### src/rtl/inv_arbiter_pkg.sv
// Shared types and constants for the inv_arbiter round-robin inversion sequencer.
package inv_arbiter_pkg;

  typedef enum logic {EMPTY, FULL} inv_arb_state_e;

  localparam int CNT_W = 16;
  localparam logic [CNT_W-1:0] CNT_MAX = '1;

  // Saturating increment for the per-requester grant counters.
  function automatic logic [CNT_W-1:0] sat_inc(input logic [CNT_W-1:0] cnt);
    if (cnt == CNT_MAX) begin
      return cnt;
    end
    return cnt + CNT_W'(1);
  endfunction

endpackage

### src/rtl/inv_arbiter_rr_pick.sv
// Combinational round-robin picker: first valid requester after ptr, wrapping at NREQ-1.
module inv_arbiter_rr_pick #(
  parameter int unsigned NREQ = 4,
  parameter int unsigned IDW  = $clog2(NREQ)
) (
  input  logic [NREQ-1:0] valid,
  input  logic [IDW-1:0]  ptr,
  output logic [NREQ-1:0] grant,
  output logic [IDW-1:0]  idx,
  output logic            any
);

  int unsigned cand;

  always_comb begin
    grant = '0;
    idx   = '0;
    any   = 1'b0;
    cand  = 0;
    for (int unsigned k = 1; k <= NREQ; k++) begin
      cand = (int'(ptr) + k) % NREQ;
      if (!any && valid[IDW'(cand)]) begin
        grant[IDW'(cand)] = 1'b1;
        idx               = IDW'(cand);
        any               = 1'b1;
      end
    end
  end

endmodule

### src/rtl/inv_arbiter.sv
// Round-robin arbiter sharing one registered bit-inversion stage among NREQ requesters.
// Optional per-requester saturating grant counters under INV_ARBITER_GRANT_CNT_EN.
module inv_arbiter
  import inv_arbiter_pkg::*;
#(
  parameter  int NREQ = 4,
  parameter  int W    = 8,
  localparam int IDW  = $clog2(NREQ)
) (
  input  logic              clk,
  input  logic              rst_n,
  input  logic [NREQ-1:0]   req_valid,
  input  logic [NREQ*W-1:0] req_data,
  output logic [NREQ-1:0]   req_ready,
  output logic              resp_valid,
  input  logic              resp_ready,
  output logic [W-1:0]      resp_data,
  output logic [IDW-1:0]    resp_id,
  output logic              busy
`ifdef INV_ARBITER_GRANT_CNT_EN
  ,
  output logic [NREQ*CNT_W-1:0] grant_cnt
`endif
);

  inv_arb_state_e state_q, state_d;
  logic [IDW-1:0] ptr_q, ptr_d;
  logic [W-1:0]   data_q, data_d;
  logic [IDW-1:0] id_q, id_d;

  logic [NREQ-1:0] grant;
  logic [IDW-1:0]  win_idx;
  logic            any_valid;
  logic            accept;
  logic            push;
  logic            pop;

  inv_arbiter_rr_pick #(
    .NREQ (NREQ),
    .IDW  (IDW)
  ) u_rr_pick (
    .valid (req_valid),
    .ptr   (ptr_q),
    .grant (grant),
    .idx   (win_idx),
    .any   (any_valid)
  );

  // Pass-through backpressure: a held result may leave in the same cycle a new one enters.
  assign accept    = (state_q == EMPTY) | resp_ready;
  assign push      = rst_n & accept & any_valid;
  assign pop       = (state_q == FULL) & resp_ready;
  assign req_ready = push ? grant : '0;

  always_comb begin
    state_d = state_q;
    ptr_d   = ptr_q;
    data_d  = data_q;
    id_d    = id_q;
    if (push) begin
      data_d  = ~req_data[win_idx*W +: W];
      id_d    = win_idx;
      ptr_d   = win_idx;
      state_d = FULL;
    end else if (pop) begin
      state_d = EMPTY;
    end
  end

  // Pointer resets to the last requester so requester 0 is searched first.
  always_ff @(posedge clk or negedge rst_n) begin
    if (!rst_n) begin
      state_q <= EMPTY;
      ptr_q   <= IDW'(NREQ - 1);
      data_q  <= '0;
      id_q    <= '0;
    end else begin
      state_q <= state_d;
      ptr_q   <= ptr_d;
      data_q  <= data_d;
      id_q    <= id_d;
    end
  end

  assign resp_valid = (state_q == FULL);
  assign busy       = (state_q == FULL);
  assign resp_data  = data_q;
  assign resp_id    = id_q;

`ifdef INV_ARBITER_GRANT_CNT_EN
  logic [CNT_W-1:0] cnt_q [NREQ];
  logic [CNT_W-1:0] cnt_d [NREQ];

  always_comb begin
    for (int i = 0; i < NREQ; i++) begin
      cnt_d[i] = cnt_q[i];
      if (push && (win_idx == IDW'(i))) begin
        cnt_d[i] = sat_inc(cnt_q[i]);
      end
    end
  end

  always_ff @(posedge clk or negedge rst_n) begin
    if (!rst_n) begin
      for (int i = 0; i < NREQ; i++) begin
        cnt_q[i] <= '0;
      end
    end else begin
      for (int i = 0; i < NREQ; i++) begin
        cnt_q[i] <= cnt_d[i];
      end
    end
  end

  for (genvar gi = 0; gi < NREQ; gi++) begin : g_cnt_out
    assign grant_cnt[gi*CNT_W +: CNT_W] = cnt_q[gi];
  end
`endif

endmodule

### config.mk
export PLATFORM = sky130hd
export DESIGN_NAME = inv_arbiter
export DESIGN_NICKNAME = d
export VERILOG_FILES = /design/src/rtl/inv_arbiter_pkg.sv /design/src/rtl/inv_arbiter_rr_pick.sv /design/src/rtl/inv_arbiter.sv
export SDC_FILE = /design/constraint.sdc
export NUM_CORES = 1
export LEC_CHECK = 0
export BUFFER_PORTS_ARGS = -buffer_cell sky130_fd_sc_hd__buf_2
export CORE_ASPECT_RATIO = 0.9
export CORE_UTILIZATION = 40
export CTS_BUF_LIST = sky130_fd_sc_hd__clkbuf_8
export CTS_CLUSTER_SIZE = 30
export DETAILED_ROUTE_END_ITERATION = 7
export GPL_TIMING_DRIVEN = 0
export PLACE_DENSITY = 0.7
export SYNTH_ARGS = -nofsm -noshare
export SYNTH_HDL_FRONTEND = slang
export SYNTH_HIERARCHICAL = 1
export SYNTH_SLANG_ARGS = --single-unit
### constraint.sdc
create_clock -name clk -period 3.4 [get_ports clk]
set_clock_uncertainty 0.05 [all_clocks]
set_input_delay 0.17 -clock clk [delete_from_list [all_inputs] [get_ports clk]]
set_output_delay 0.17 -clock clk [all_outputs]
set_load 0.01 [all_outputs]
==> flow_summary.toml <==
[global_route]
grt_use_met1 = 0.223
grt_pass1_vias = 1147
grt.met3_usage = 0.0465
grt_antenna_before_repair = 0
grt-ovfl-total = 0
met2_usage = 0.307
grt_max_degree = 15
busiest_layer = "met2"
grtUsageTotal = 0.182
grt_pass1_wl_um = 4800

[worst_setup_path]
critPathBufInv = 4
arrival_ps = 2590
path_delay_family = "flip-flops"
crit_path_top_delay_cell = "dfstp_2"
r2r-start = "ptr_q[0]$_DFFE_PN1P_"
crit_required_ps = 3180
worstSetupEndpointType = "output port"
path_class = "reg -> out"
startpoint_type = "flip-flop"
path_max_fanout = 10
ff2ff_path_depth = 10
r2r-end = "resp_data[6]$_DFFE_PN0P_"
rrSetupSlack_ps = 590
max_stage_delay_ps = 620
crit_chain = "buf_4 -> inv_2 -> ha_1 -> buf_6 -> mux2i_4 -> o21ai_1 -> a221o_1 -> and2_1 -> buf_2"

[clock_tree]
clock_latency_ps = 240
clock_sinks = 13
cts_setup_buffers = 0
cts_tree = "built"
cts-buffers-inserted = 3
cts_root_buf = "clkbuf_8"
cts_max_path_buffers = 2
h-tree-depth = 1
clk_pin_slew_ps = 50
cts-resized-gates = 0

[floorplanning]
die_x_um = 61.6
dieArea_mm2 = 0.00343
pin_count = 55
std_cell_rows = 19
coreArea_mm2 = 0.00304
fp.dieH_um = 55.7
start_util = 0.421

[layout]
num-fill-cells = 301
syn2layout_area_growth_pct = 28.7
drive_gt1_frac = 0.480
antenna_cells = 0
finalNetCount = 227

[routing]
wl_per_cell_um = 13.7
drtAntennaViolNets = 0
detail_route.iter0.violations = 69
wl_um = 3030
vias = 1168
routed_via_density = 5.29
drc = 0
firstDrtPassIters = 4

[timing]
worst_slack_ps = 590
setup_viol = 0
finalHoldViolCount = 0
grt_setup_unrepaired = "no"
setup-tns-final_ps = 0
tightest_slew_ps = 426
max_freq_mhz = 356
max_slew_margin = 0.716
fin_crit_sh = 0.826
period_needed_ps = 2810
drv_slew = 0

[worst_hold_path]
hold_end = "busy$_DFFE_PN0P_"
hold_start = "resp_ready"
holdCritPathClass = "in -> reg"
hold_depth = 2

[placed_design]
place.port_buffers = 52
dp.final_hpwl_um = 2410
place_ws_ps = 602
gp_congestion = 0.825

[yosys]
synth-edff-count = 0
synthArstFlopShare = 1.00
synth_cells = 122
synth-seq-area-share = 0.256
synthDistinctLibCells = 35
postSynthAreaPerCell_um2 = 10.5
synth-seq-cells = 13
ys_warn_count = 6
synth_area_leaders = "dfrtp_1 22%, mux4_2 16%, ha_1 7.8%"
yosys.area.top_type = "dfrtp_1"
synthTopCellsByCount = "13 x inv_1, 13 x nand2_1, 11 x dfrtp_1"
synth_area_mm2 = 0.00128
synth_top_area_frac = 0.215
synth_flop_cell = "dfrtp_1"
syn_nets = 169

[status]
outcome = "finished, final reports clean"

[flow_run]
cap_violations = 0

[pwr]
p_leak_nw = 0.801
power_mw = 1.48
irDropWorstVdd_uv = 393
p_per_area_mw_per_mm2 = 897
routing by layer:
layer | vias up | share of wire
met2 | 38 | 0.54
met4 | 0 | 0.014
li1 | 553 | -
met3 | 6 | 0.039
met5 | - | 0
met1 | 571 | 0.41
power by group:
| group | internal, mW | total [mW] | leakage [nW] | switching, mW |
|---|---|---|---|---|
| combinational | 0.531 | 1.04 | 0.625 | 0.508 |
| sequential | 0.242 | 0.307 | 0.148 | 0.0659 |
| clock | 0.0795 | 0.132 | 0.0269 | 0.0529 |
registers in the layout, indices dropped and copies added, names as in the netlist:
signal and count:
resp_data 8, resp_id 2, ptr_q 2, busy 1
logic make-up (layout without fill, tap and decap cells):
logic type               Yosys count  in the layout  synth area share
flip-flops                        13             13             0.256
AO/OA/AOI/OAI                     26             26             0.164
AND/OR/NAND/NOR                   29             29             0.107
adder cells (fa/ha/maj)            8              8            0.0782
buffers and inverters             22             79             0.106
multiplexers                      24             24             0.289
timing repair:
action / CTS / global route
hold buffers: 1 / 0
hold endpoints to repair: 11 / 0
endpoints found under the setup margin: 0 / 0
how the worst max path moves through the flow:
stage,endpoint,cells past startpoint,slack (ps),startpoint
final,req_ready[3],9,590,ptr_q[0]$_DFFE_PN1P_
after global routing,resp_data[0]$_DFFE_PN0P_,11,450,ptr_q[0]$_DFFE_PN1P_
after CTS,req_ready[0],9,590,ptr_q[0]$_DFFE_PN1P_
after detailed placement,resp_data[6]$_DFFE_PN0P_,10,600,ptr_q[0]$_DFFE_PN1P_
after global placement,resp_data[0]$_DFFE_PN0P_,11,700,ptr_q[0]$_DFFE_PN1P_
after floorplan,resp_data[6]$_DFFE_PN0P_,10,860,ptr_q[0]$_DFFE_PN1P_
metrics by stage:
step / cells / area, µm² / util / hold slack [ps]
floorplan: 122 / 1280 / - / -176
global placement: 216 / 1590 / 0.523 / 19.4
detailed placement: 216 / 1590 / 0.523 / 26.7
CTS: 221 / 1650 / 0.542 / 76.1
global route: 221 / 1650 / 0.542 / 127
finish: 221 / 1650 / 0.542 / 81.8
layout make-up:
class	count	area, µm²	area share
multi-input combinational	87	817	0.496
sequential	13	328	0.199
timing repair buffer	53	270	0.164
buffer	8	82.6	0.0501
inverter	14	52.6	0.0319
tap	42	52.6	0.0319
clock buffer	3	41.3	0.0251
clock inverter	1	3.75	0.00228
placed cells by master (no fill, tap or decap), types with 2 or more instances in the layout:
cell and instances:
a21boi_0 2, buf_6 6, dfrtp_1 11, mux2i_1 10, mux2_2 4, nor2_1 5
dfstp_2 2, buf_4 2, ha_1 8, a21oi_2 2, buf_2 52, and2_1 4
o21ai_1 5, inv_1 14, clkbuf_8 3, a221o_1 4, mux4_2 9, nand2_1 13
a21oi_1 2, o21ai_0 3
Note: power is estimated with default switching activity, not from simulation.
